<file path="src/rtl/mips_muldiv_unit.sv">
`timescale 1ns/1ps
// mips_muldiv_unit
// Iterative MULT/MULTU/DIV/DIVU engine owning the HI/LO pair.
// One radix-2 step per clock: a request accepted on edge E0 is written to
// HI/LO on edge E33 and announced by a one-cycle done pulse after that edge.
// Optional build macro MULDIV_ABORT_EN adds an abort input that flushes an
// in-flight operation without touching HI/LO.
module mips_muldiv_unit #(
    parameter int DATA_WIDTH = 32
) (
    input  logic                  clk,
    input  logic                  rst_n,
    input  logic                  start,
    input  logic [1:0]            op,
    input  logic [DATA_WIDTH-1:0] src_a,
    input  logic [DATA_WIDTH-1:0] src_b,
    input  logic                  mthi_en,
    input  logic                  mtlo_en,
    input  logic [DATA_WIDTH-1:0] wdata,
`ifdef MULDIV_ABORT_EN
    input  logic                  abort,
`endif
    output logic                  busy,
    output logic                  done,
    output logic                  div_zero,
    output logic [DATA_WIDTH-1:0] hi,
    output logic [DATA_WIDTH-1:0] lo
);

    localparam int W  = DATA_WIDTH;
    localparam int CW = $clog2(W);
    localparam logic [CW-1:0] LAST_STEP = CW'(W - 1);

    // op[1] selects divide, op[0] selects the signed variant
    typedef enum logic [1:0] {
        S_IDLE = 2'd0,
        S_CALC = 2'd1,
        S_FIX  = 2'd2
    } state_t;

    state_t          r_state;
    logic [1:0]      r_op;
    logic [W-1:0]    r_a;          // |multiplicand| or |dividend|
    logic [W-1:0]    r_b;          // |multiplier| or |divisor|
    logic [W-1:0]    r_a_raw;      // dividend as presented, for divide-by-zero
    logic [2*W-1:0]  r_acc;        // product, or {remainder, quotient}
    logic [CW-1:0]   r_count;
    logic            r_neg_res;
    logic            r_neg_rem;
    logic            r_busy;
    logic            r_done;
    logic            r_div_zero;
    logic [W-1:0]    r_hi;
    logic [W-1:0]    r_lo;

    // Flush request; tied off when the abort feature is not built
    logic w_abort;
`ifdef MULDIV_ABORT_EN
    assign w_abort = abort;
`else
    assign w_abort = 1'b0;
`endif

    // Operand conditioning at the accepting edge
    logic         w_a_neg;
    logic         w_b_neg;
    logic [W-1:0] w_a_mag;
    logic [W-1:0] w_b_mag;

    assign w_a_neg = op[0] & src_a[W-1];
    assign w_b_neg = op[0] & src_b[W-1];
    assign w_a_mag = w_a_neg ? (~src_a + 1'b1) : src_a;
    assign w_b_mag = w_b_neg ? (~src_b + 1'b1) : src_b;

    // Multiply step: conditionally add multiplicand into the upper half,
    // then shift the whole accumulator right (multiplier bits drain out
    // of the low half as product bits fill in from the top).
    logic [W:0]     w_mul_sum;
    logic [2*W-1:0] w_mul_next;

    assign w_mul_sum  = {1'b0, r_acc[2*W-1:W]} + (r_acc[0] ? {1'b0, r_a} : {(W+1){1'b0}});
    assign w_mul_next = {w_mul_sum, r_acc[W-1:1]};

    // Restoring divide step: shift the next dividend bit into the partial
    // remainder, trial-subtract the divisor, keep the difference if it did
    // not go negative and record the quotient bit in the vacated LSB.
    logic [W:0]     w_div_trial;
    logic           w_div_fits;
    logic [W-1:0]   w_div_rem;
    logic [2*W-1:0] w_div_next;

    assign w_div_trial = r_acc[2*W-1:W-1] - {1'b0, r_b};
    assign w_div_fits  = ~w_div_trial[W];
    assign w_div_rem   = w_div_fits ? w_div_trial[W-1:0] : r_acc[2*W-2:W-1];
    assign w_div_next  = {w_div_rem, r_acc[W-2:0], w_div_fits};

    // Sign correction and final result selection for the FIX edge
    logic [2*W-1:0] w_prod;
    logic [W-1:0]   w_quot;
    logic [W-1:0]   w_rem;
    logic           w_b_zero;
    logic [W-1:0]   w_fix_hi;
    logic [W-1:0]   w_fix_lo;
    logic           w_fix_dz;

    assign w_prod   = r_neg_res ? (~r_acc + 1'b1) : r_acc;
    assign w_quot   = r_neg_res ? (~r_acc[W-1:0] + 1'b1) : r_acc[W-1:0];
    assign w_rem    = r_neg_rem ? (~r_acc[2*W-1:W] + 1'b1) : r_acc[2*W-1:W];
    assign w_b_zero = (r_b == '0);

    // Pick the HI/LO values and the divide-by-zero flag for the active op
    always_comb begin
        w_fix_hi = w_prod[2*W-1:W];
        w_fix_lo = w_prod[W-1:0];
        w_fix_dz = 1'b0;
        if (r_op[1]) begin
            if (w_b_zero) begin
                // Conventional MIPS outcome: dividend in HI, all ones in LO
                w_fix_hi = r_a_raw;
                w_fix_lo = '1;
                w_fix_dz = 1'b1;
            end else begin
                w_fix_hi = w_rem;
                w_fix_lo = w_quot;
            end
        end
    end

    // Control FSM with registered handshake outputs and the HI/LO pair
    always_ff @(posedge clk or negedge rst_n) begin
        if (!rst_n) begin
            r_state    <= S_IDLE;
            r_op       <= 2'b00;
            r_a        <= '0;
            r_b        <= '0;
            r_a_raw    <= '0;
            r_acc      <= '0;
            r_count    <= '0;
            r_neg_res  <= 1'b0;
            r_neg_rem  <= 1'b0;
            r_busy     <= 1'b0;
            r_done     <= 1'b0;
            r_div_zero <= 1'b0;
            r_hi       <= '0;
            r_lo       <= '0;
        end else begin
            r_done     <= 1'b0;
            r_div_zero <= 1'b0;
            case (r_state)
                S_IDLE: begin
                    // Move-to writes land here; a simultaneous start is
                    // still accepted and its result overwrites them later.
                    if (mthi_en) r_hi <= wdata;
                    if (mtlo_en) r_lo <= wdata;
                    if (start) begin
                        r_op      <= op;
                        r_a       <= w_a_mag;
                        r_b       <= w_b_mag;
                        r_a_raw   <= src_a;
                        r_acc     <= {{W{1'b0}}, (op[1] ? w_a_mag : w_b_mag)};
                        r_count   <= '0;
                        r_neg_res <= w_a_neg ^ w_b_neg;
                        r_neg_rem <= w_a_neg;
                        r_busy    <= 1'b1;
                        r_state   <= S_CALC;
                    end
                end
                S_CALC: begin
                    if (w_abort) begin
                        r_busy  <= 1'b0;
                        r_state <= S_IDLE;
                    end else begin
                        r_acc   <= r_op[1] ? w_div_next : w_mul_next;
                        r_count <= r_count + CW'(1);
                        if (r_count == LAST_STEP) begin
                            r_state <= S_FIX;
                        end
                    end
                end
                S_FIX: begin
                    r_busy  <= 1'b0;
                    r_state <= S_IDLE;
                    if (!w_abort) begin
                        r_hi       <= w_fix_hi;
                        r_lo       <= w_fix_lo;
                        r_done     <= 1'b1;
                        r_div_zero <= w_fix_dz;
                    end
                end
                default: begin
                    r_busy  <= 1'b0;
                    r_state <= S_IDLE;
                end
            endcase
        end
    end

    assign busy     = r_busy;
    assign done     = r_done;
    assign div_zero = r_div_zero;
    assign hi       = r_hi;
    assign lo       = r_lo;

endmodule

</file>
<file path="config.mk">
export PLATFORM = sky130hd
export DESIGN_NAME = mips_muldiv_unit
export DESIGN_NICKNAME = d
export VERILOG_FILES = /design/src/rtl/mips_muldiv_unit.sv
export SDC_FILE = /design/constraint.sdc
export NUM_CORES = 1
export LEC_CHECK = 0
export BUFFER_PORTS_ARGS = -buffer_cell sky130_fd_sc_hd__clkbuf_2
export CELL_PAD_IN_SITES_DETAIL_PLACEMENT = 1
export CELL_PAD_IN_SITES_GLOBAL_PLACEMENT = 1
export CORE_MARGIN = 5
export CORE_UTILIZATION = 45
export CTS_CLUSTER_DIAMETER = 50
export CTS_CLUSTER_SIZE = 16
export DETAILED_ROUTE_END_ITERATION = 10
export GPL_ROUTABILITY_DRIVEN = 0
export HOLD_SLACK_MARGIN = 0.02
export PLACE_DENSITY_LB_ADDON = 0.25
export REMOVE_ABC_BUFFERS = 1
export SLEW_MARGIN = 20
export SYNTH_ARGS = -nofsm -noshare
export SYNTH_HDL_FRONTEND = slang
export SYNTH_SLANG_ARGS = --single-unit
</file>
<file path="constraint.sdc">
create_clock -name clk -period 4.85 [get_ports clk]
set_clock_uncertainty 0.1 [all_clocks]
set_input_delay 0.2425 -clock clk [delete_from_list [all_inputs] [get_ports clk]]
set_output_delay 0.2425 -clock clk [all_outputs]
set_load 0.05 [all_outputs]
</file>
Yosys cells after proc, flatten, opt, wreduce, memory -nomap -nowiden. Cells that the tools add are included.

Add/subtract/negate cells: 8. Multipliers: 0. Div/mod/pow operators: 0. Order comparisons: 0. Equal/unequal tests: 7. Shifts and indexed selects: 0. Muxes and demuxes: 30. Bitwise gates (word level): 10. Reduce and logical (&&, ||, !) cells: 10.

Operators by type and width (count): 32-bit two-way mux (13); 64-bit two-way mux (3); 32-bit by 1-bit adder with 32-bit output, second input constant (4); 32-bit NOT (4); 32-bit case mux with 2 select lines (2); 64-bit case mux with 2 select lines (1); 64-bit by 1-bit adder with 64-bit output, second input constant (1); 64-bit NOT (1); 32-bit by 32-bit adder with 33-bit output (1); 33-bit by 32-bit subtractor with 33-bit output (1); 32-bit logical NOT (1); 2-bit AND reduction (6); 5-bit case mux with 2 select lines (1); 2-bit != test, second input constant (4); 5-bit by 1-bit adder with 5-bit output, second input constant (1); 5-bit equality test, second input constant (1); 1-bit two-way mux (5); 5-bit two-way mux (1); 2-bit two-way mux (2); 2-bit case mux with 2 select lines (1); 2-bit nonzero test (2); 1-bit AND (2); 2-bit by 1-bit equality test with 1-bit output, second input constant (1); 2-bit equality test, second input constant (1); other kinds (4) (5).

Flip-flop bits (word level): 238. Bits in latches: 0. Memory bits (writable): 0. Memory bits (read-only): 0. Output and inout port bits: 67. Memories kept: 0.

Longest topological paths before layout. Gate-level depths: netlist (run 1).

Word-level depth: 6. Depth in mapped cells: 15. Mapped depth without buffers: 13.

Worst setup path before layout (run 1). No wires, ideal clock.

Path type: reg-to-reg. Start point: register r_acc[0]. End point: register r_acc[62]. Setup time: 0.110 ns. Data arrival time: 3.638 ns. Required time: 4.640 ns. Path slack: 1.002 ns. Cell stages (with the launch flop): 14. Buffers on the path: 2. Clock period less this slack: 3.848 ns. Cells stage by stage: dfrtp_1 -> clkbuf_1 -> clkbuf_1 -> and2_1 -> ha_1 -> a21o_1 -> a21o_1 -> a2111oi_0 -> nor2_1 -> o311ai_0 -> o21bai_1 -> a21oi_1 -> mux2_2 -> o41ai_1.

Cells in the longest elaborated chain, start to end: 4.

RTL lines: start, declared (line 46) `logic [2*W-1:0] r_acc;`; start signal, assigned (line 160) `r_acc <= {{W{1'b0}}, (op[1] ? w_a_mag : w_b_mag)};`; start signal, assigned (line 173) `r_acc <= r_op[1] ? w_div_next : w_mul_next;`; 32-bit two-way mux (line 81) `assign w_mul_sum = {1'b0, r_acc[2*W-1:W]} + (r_acc[0] ? {1'b0, r_a} : {(W+1){1'b0}});`; 32-bit by 32-bit adder with 33-bit output (line 81); 64-bit two-way mux (line 173); 64-bit case mux with 2 select lines (line 149) `case (r_state)`.

Every way passes these cells. A chain may end at the register's enable or synchronous reset.

Worst setup path in the final report (run 1).
Start point: register r_acc[40]. End point: register r_acc[38].

Cells in the longest elaborated chain, start to end: 4.

RTL lines: 33-bit by 32-bit subtractor with 33-bit output (line 92) `assign w_div_trial = r_acc[2*W-1:W-1] - {1'b0, r_b};`; 32-bit two-way mux (line 94) `assign w_div_rem = w_div_fits ? w_div_trial[W-1:0] : r_acc[2*W-2:W-1];`; 64-bit two-way mux (line 173); 64-bit case mux with 2 select lines (line 149).

Every way passes these cells.

==> results.py, run 1 <==
metrics = {
    "run_status": {
        "outcome": "complete, no violations",
    },
    "yosys": {
        "syn_inst": 2270,
        "synth_common_cells": "353 x nand2_1, 285 x o21ai_0, 236 x dfrtp_1",
        "synth_cell_type_count": 72,
        "synth_area_leader_cell": "dfrtp_1",
        "avgSynthCellArea_um2": 7.938,
        "seq_area_frac_synth_pct": 32.77,
        "synth.top_cell.area_share_pct": 32.77,
        "synth-edff-count": 0,
        "synthesis.area_um2": 18020,
        "synth_area_leaders": "dfrtp_1 33%, o21ai_0 7.9%, nand2_1 7.4%",
        "async_flop_share_pct": 100.0,
        "synth-seq-cells": 236,
        "yosysWarnings": 0,
        "synth-main-ff-cell": "dfrtp_1",
        "synth_most_common_cell": "nand2_1",
    },
    "global_routing": {
        "met1_usage_pct": 41.26,
        "grt.total_usage_pct": 32.00,
        "use_met3_pct": 5.164,
        "gr-usage-met2_pct": 52.26,
        "grt_pass1_wl_um": 111900,
        "overflow": 0,
        "grt_pass1_vias": 19590,
        "grt-busiest-layer": "met2",
        "antenna_found_initial": 1,
        "grt_max_degree": 105,
    },
    "power": {
        "p_leak_nw": 9.647,
        "peakVddDrop_mv": 0.4684,
        "power_density_nw_per_um2": 814.1,
    },
    "finish": {
        "fin_nets": 2613,
        "areaGrowthSynthToFinish_pct": 19.04,
        "fillers": 4823,
        "final_cells": 2996,
        "drive_above_1_share_pct": 13.08,
    },
    "clock_tree": {
        "cts-buffers-inserted": 40,
        "cts_resized": 0,
        "clk_latency_ns": 0.57,
        "path_clk_slew_ns": 0.05,
        "cts_sinks": 236,
        "postCtsSetupBuffers": 0,
        "cts_buffer_depth": 3,
        "tritoncts": "built",
        "clock-root-buffer": "clkbuf_16",
        "htree_levels": 2,
    },
    "timing": {
        "slew_viol_final": 0,
        "rsz0062_at_grt": "false",
        "slew_headroom_pct": 27.39,
        "period_needed_ns": 4.511,
        "hold_viol_final": 0,
        "fin_crit_sh_pct": 93.01,
        "whs_ns": 0.03735,
        "max_slew.worst_pin.slew_ns": 1.086,
        "finalSetupViolCount": 0,
        "max_freq_mhz": 221.7,
    },
    "floorplan": {
        "fp.dieH_um": 210.1,
        "core_area_um2": 39640,
        "die_w_um": 210.1,
        "num_rows": 73,
        "boundaryPins": 170,
        "start_util_pct": 45.46,
        "die_area_um2": 44150,
    },
    "placement": {
        "hpwl_um": 51810,
        "dp_cells": 2844,
        "io_buffers": 169,
    },
    "drt": {
        "routed_wirelength_um": 72320,
        "drc": 0,
        "detail-route-antenna-nets": 0,
        "via_per_inst": 6.215,
        "drt-initial-drc-count": 1501,
        "dr.pass1.iters": 5,
        "wire_per_inst_um": 24.14,
        "route.vias.total": 18620,
    },
    "setup_path": {
        "path_max_fanout": 20,
        "path_class": "register to register",
        "cp_data_arrival_time_ns": 4.79,
        "critPathCaptureType": "register",
        "worstPathRequired_ns": 5.12,
        "start_kind": "register",
        "path_cells": "ha_1, a21oi_1, nor2_1, a211oi_1, a211oi_1, a211oi_1, o31ai_2, xnor2_4, buf_12, mux2i_1, o21ai_0",
        "cp_common_cell": "a211oi_1",
        "reg2regPathDepth": 11,
        "slowest_delay_ns": 0.79,
        "critPathSlowestCell": "xnor2_4",
    },
    "worst_hold_path": {
        "hold_path.class": "primary input to register",
        "holdPathStages": 4,
    },
    "job": {
        "cap_violations": 0,
    },
}
## layout make-up
type	count	area (µm²)	share of cell area, %
multi-input cells	1810	11310	52.74
flip-flops and latches	236	5911	27.55
repair buffers	287	1947	9.076
clock buffers	48	1102	5.139
well taps	525	656.9	3.062
clock inverters	25	280.3	1.307
inverters	63	236.5	1.102
diodes	2	5.005	0.02333
## critical path: cells and delay by family (launching register included)
kind	cells	cell delay (ns)
fa+ha+maj	1	0.39
xor+xnor	1	0.79
buf+inv	1	0.25
flops	1	0.61
mux	1	0.20
simple gates	1	0.08
compound gates	6	1.89
## sequential cells by signal, summed over array words and instances (netlist names)
signal,count
r_op,1
done,1
r_neg_res,1
r_state,2
r_neg_rem,1
r_acc,64
hi,32
div_zero,1
r_count,5
busy,1
lo,32
r_a_raw,31
r_b,32
r_a,32
## power breakdown
group / internal [W] / switching (W) / leakage [nW]
Combinational: 0.00383 / 0.00653 / 6.07
Clock: 0.00181 / 0.00114 / 0.663
Sequential: 0.00295 / 0.00121 / 2.92
## cells in the final DEF, fill, tap and decap left out, types with 8 or more instances in the layout
| master | netlist | final |
|---|---|---|
| o211ai_1 | 14 | 14 |
| o41ai_1 | 17 | 17 |
| o21bai_1 | 10 | 8 |
| o21ai_0 | 285 | 285 |
| nand3_1 | 27 | 27 |
| buf_4 | 0 | 40 |
| or3_1 | 23 | 23 |
| nor4_1 | 21 | 21 |
| o22ai_1 | 41 | 41 |
| and3_1 | 20 | 20 |
| or4_1 | 19 | 19 |
| a22oi_1 | 23 | 23 |
| clkbuf_2 | 0 | 168 |
| nand2b_1 | 14 | 11 |
| or2_2 | 15 | 15 |
| o21a_1 | 9 | 9 |
| ha_1 | 70 | 70 |
| inv_1 | 63 | 62 |
| mux2i_1 | 85 | 85 |
| xor2_1 | 89 | 89 |
| nand2_1 | 353 | 353 |
| dlygate4sd3_1 | 0 | 77 |
| a211oi_1 | 23 | 23 |
| nor2b_1 | 15 | 14 |
| xnor2_1 | 103 | 103 |
| nand4_1 | 16 | 16 |
| nor3_1 | 27 | 27 |
| a31oi_1 | 15 | 15 |
| a21oi_1 | 151 | 151 |
| and2_1 | 37 | 37 |
| o31ai_1 | 40 | 40 |
| nor2_1 | 133 | 131 |
| clkbuf_16 | 0 | 41 |
| dfrtp_1 | 236 | 234 |
| a21o_1 | 32 | 32 |
## per-layer routing
layer  up-vias  wire length, µm
met4         2             3981
met2       671            33760
met5         -               15
met1      9316            30120
met3       207             4442
li1       8424                -
## through the flow
| step | area [µm²] | worst slack (ns) | util, % | TNS [ns] | power (W) |
|---|---|---|---|---|---|
| floorplan | 17400 | -1.821 | - | -173.93 | 0.01117 |
| global placement | 19290 | 0.6501 | 48.67 | 0 | 0.01378 |
| detailed placement | 19290 | 0.5167 | 48.67 | 0 | 0.01421 |
| CTS | 21450 | 0.4494 | 54.10 | 0 | 0.01736 |
| global route | 21450 | 0.1283 | 54.10 | 0 | 0.01863 |
| finish | 21450 | 0.3390 | 54.11 | 0 | 0.01746 |
## logic make-up (layout without fill, tap and decap cells)
| kind of cell | after synthesis | after routing | synth area share (%) |
|---|---|---|---|
| mux | 89 | 89 | 4.972 |
| other cells | 0 | 2 | 0 |
| fa+ha+maj | 72 | 72 | 5.083 |
| compound gates | 717 | 717 | 24.02 |
| flops | 236 | 236 | 32.77 |
| buf+inv | 224 | 423 | 4.777 |
| xor+xnor | 193 | 193 | 9.422 |
| simple gates | 739 | 739 | 18.96 |
## path summary, 6_finish.rpt
path	slack [ns]	startpoint	to
max in group asynchronous	3.19	rst_n	hi[18]
hold / removal	0.04	src_b[28]	r_b[28]
hold reg to reg	0.37	r_a_raw[23]	r_a_raw[23]
min in group asynchronous	0.22	rst_n	r_b[4]
setup / recovery	0.34	r_acc[40]	r_acc[38]
setup reg to reg	0.34	r_acc[40]	r_acc[38]
## what timing repair did
action,4_1_cts,5_1_grt
endpoints found under the hold margin,225,0
hold buffers,77,0
endpoints found under the setup margin,0,0
(Power assumes the default switching activity.)
==> run 2: changes to the inputs <==
--- a/config.mk
+++ b/config.mk
@@ -5,17 +5,18 @@
 export SDC_FILE = /design/constraint.sdc
 export NUM_CORES = 1
 export LEC_CHECK = 0
+export ABC_AREA = 1
 export BUFFER_PORTS_ARGS = -buffer_cell sky130_fd_sc_hd__clkbuf_2
 export CELL_PAD_IN_SITES_DETAIL_PLACEMENT = 1
 export CELL_PAD_IN_SITES_GLOBAL_PLACEMENT = 1
 export CORE_MARGIN = 5
-export CORE_UTILIZATION = 45
+export CORE_UTILIZATION = 43
 export CTS_CLUSTER_DIAMETER = 50
 export CTS_CLUSTER_SIZE = 16
 export DETAILED_ROUTE_END_ITERATION = 10
 export GPL_ROUTABILITY_DRIVEN = 0
 export HOLD_SLACK_MARGIN = 0.02
-export PLACE_DENSITY_LB_ADDON = 0.25
+export PLACE_DENSITY_LB_ADDON = 0.1
 export REMOVE_ABC_BUFFERS = 1
 export SLEW_MARGIN = 20
 export SYNTH_ARGS = -nofsm -noshare
==> run 2 against run 1 <==
  * Via count grew 38%
  * Cell count rose by 46%
  * Wire length up 42%
==> results.py, run 2 <==
metrics = {
    "drt": {
        "route.vias.total": 25650,
        "drt-initial-drc-count": 2507,
        "met3_length_um": 8921,
        "routed.top_layer": "met5",
        "routed_wirelength_um": 102900,
        "drc": 0,
        "wl_met2_um": 45400,
        "wire_per_inst_um": 23.55,
        "detail-route-antenna-nets": 0,
        "wl_met1_um": 43480,
        "via_per_inst": 5.873,
        "dr.pass1.iters": 5,
    },
    "timing": {
        "period_needed_ns": 3.671,
        "max_freq_mhz": 272.4,
        "max_slew.worst_pin.slew_ns": 0.9852,
        "slew_viol_final": 0,
        "finalSetupTns_ns": 0,
        "slew_headroom_pct": 34.24,
        "fin_crit_sh_pct": 75.69,
        "finalSetupViolCount": 0,
        "hold_viol_final": 0,
        "rsz0062_at_grt": "false",
    },
    "yosys": {
        "synth-edff-count": 0,
        "yosysWarnings": 0,
        "seq_area_frac_synth_pct": 28.04,
        "synthesis.area_um2": 21060,
        "synth_most_common_cell": "nand2_1",
        "synth_cell_type_count": 48,
        "async_flop_share_pct": 100.0,
        "synth.top_cell.area_share_pct": 28.04,
        "syn_inst": 3527,
        "synth-seq-cells": 236,
        "avgSynthCellArea_um2": 5.971,
        "synth_common_cells": "1,102 x nand2_1, 433 x inv_1, 424 x nor2_1",
        "synth_area_leader_cell": "dfrtp_1",
        "synth_area_leaders": "dfrtp_1 28%, nand2_1 20%, nand3_1 8.4%",
        "synth-main-ff-cell": "dfrtp_1",
    },
    "global_routing": {
        "grt_pass1_vias": 26090,
        "overflow": 0,
        "grt.total_usage_pct": 37.48,
        "grt_pass1_wl_um": 156100,
        "grt_max_degree": 124,
        "antenna_found_initial": 2,
    },
    "clock_tree": {
        "cts_sinks": 236,
        "path_clk_slew_ns": 0.06,
        "cts_buffer_depth": 3,
        "hold_buffers": 82,
        "clock-root-buffer": "clkbuf_16",
        "postCtsSetupBuffers": 0,
        "htree_levels": 2,
        "cts-buffers-inserted": 36,
        "tritoncts": "built",
        "clk_latency_ns": 0.57,
        "cts_resized": 0,
    },
    "worst_hold_path": {
        "hold_path.class": "primary input to register",
    },
    "setup_path": {
        "crit_family": "compound AO/OA/AOI/OAI gates",
        "critPathCaptureType": "register",
        "start_kind": "register",
        "critPathBufInv": 4,
        "path_max_fanout": 23,
        "critPathSlowestCell": "dfrtp_1",
        "worstPathRequired_ns": 5.23,
        "cp_data_arrival_time_ns": 4.05,
        "path_cells": "buf_4, nand2_1, inv_1, ha_1, inv_1, fa_1, o21ai_2, inv_1, o21ai_0, nand2_1, nand2_1, nand2_1, nand2_1, nand2_1, a21oi_1, nand2_1, nand2_1",
        "path_class": "register to register",
        "slowest_delay_ns": 0.69,
        "cp_common_cell": "nand2_1",
    },
    "floorplan": {
        "start_util_pct": 43.29,
        "die_w_um": 231.3,
        "boundaryPins": 170,
        "num_rows": 81,
        "die_area_um2": 53510,
        "core_area_um2": 48650,
        "fp.dieH_um": 231.3,
    },
    "power": {
        "p_int_w": 0.008540,
        "p_leak_nw": 12.48,
        "clkPwrFrac_pct": 13.5,
        "peakVddDrop_mv": 0.4812,
        "netSwitchingFraction_pct": 58.84,
        "switchingPower_w": 0.01221,
        "power_density_nw_per_um2": 847.5,
        "pwr-share-seq_pct": 21.5,
        "p_comb_share_pct": 65.0,
    },
    "finish": {
        "largest_register_ffs": 64,
        "areaGrowthSynthToFinish_pct": 16.26,
        "final_cell_mix": "1,102 x nand2_1, 431 x inv_1, 423 x nor2_1",
        "drive_above_1_share_pct": 8.816,
        "fin_util_pct": 50.33,
        "largest_register": "r_acc",
        "fillers": 6824,
        "fin_nets": 3890,
        "layout_commonest_cell": "nand2_1",
    },
    "placement": {
        "io_buffers": 169,
        "hpwl_um": 79560,
    },
    "run_status": {
        "outcome": "complete, no violations",
    },
    "job": {
        "cap_violations": 0,
    },
}
==> run 2: worst paths after layout <==
check                       startpoint     endpoint  slack, ns  cells past startpoint
min in group asynchronous        rst_n      r_b[28]       0.16                      2
min reg2reg                r_a_raw[10]  r_a_raw[10]       0.39                      2
min                           wdata[4]        hi[4]       0.03                      5
max reg2reg                   r_acc[0]    r_acc[63]       1.18                     17
max                           r_acc[0]    r_acc[63]       1.18                     17
max in group asynchronous        rst_n       hi[29]       3.23                      3
==> run 2: power groups by stage <==
stage	logic [W]	registers [W]	clock network [W]
finish	0.0135	0.00446	0.00281
floorplan	0.00802	0.00468	0
CTS	0.0132	0.00436	0.00283
global route	0.0147	0.00449	0.00291
detailed placement	0.0130	0.00438	0
global placement	0.0126	0.00433	0
==> run 2: tightest hold or removal path, stage by stage <==
cell,delay (ns)
clkbuf_2,0.09
inv_1,0.06
nor2_1,0.06
nor2_1,0.12
a21oi_1,0.08
==> run 2: metal layers <==
metal	global-route usage, %	vias to the layer above
met1	50.64	12590
met5	0	-
met4	15.82	2
met3	7.632	244
met2	58.67	1107
li1	-	11710
==> run 2: area by class of cell <==
cell class / instances / area [µm²] / share of cell area [%]
multi-input combinational: 2717 / 12960 / 52.93
clock buffer: 43 / 988.4 / 4.037
timing repair buffer: 274 / 1862 / 7.603
inverter: 450 / 1689 / 6.898
sequential: 236 / 5908 / 24.13
clock inverter: 23 / 295.3 / 1.206
tap: 622 / 778.2 / 3.178
antenna: 2 / 5.005 / 0.02044
==> run 2: metrics by stage <==
| step | hold slack [ns] | instances | power (W) | instance area, µm² | setup WS, ns |
|---|---|---|---|---|---|
| 2_1_floorplan | -0.1531 | 3403 | 0.01271 | 20520 | -0.7418 |
| 3_3_place_gp | 0.1751 | 4217 | 0.01688 | 22380 | 1.567 |
| 3_5_place_dp | 0.1790 | 4217 | 0.01736 | 22380 | 1.334 |
| 4_1_cts | 0.02074 | 4365 | 0.02035 | 24480 | 1.242 |
| 5_1_grt | 0.04730 | 4365 | 0.02210 | 24480 | 0.8600 |
| 6_report | 0.02843 | 4367 | 0.02075 | 24490 | 1.179 |
==> run 2: cell families (layout without fill, tap and decap cells) <==
family                     after synthesis  in the layout  synth area share [%]
AOI/OAI and AO/OA                      535            535                 13.49
xor gates and xnor gates                77             77                 3.202
adders and majority gates               72             72                 4.349
buffers and inverters                  574            790                 10.60
DFF                                    236            236                 28.04
other                                    0              2                     0
and+or+nand+nor                       2033           2033                 40.31
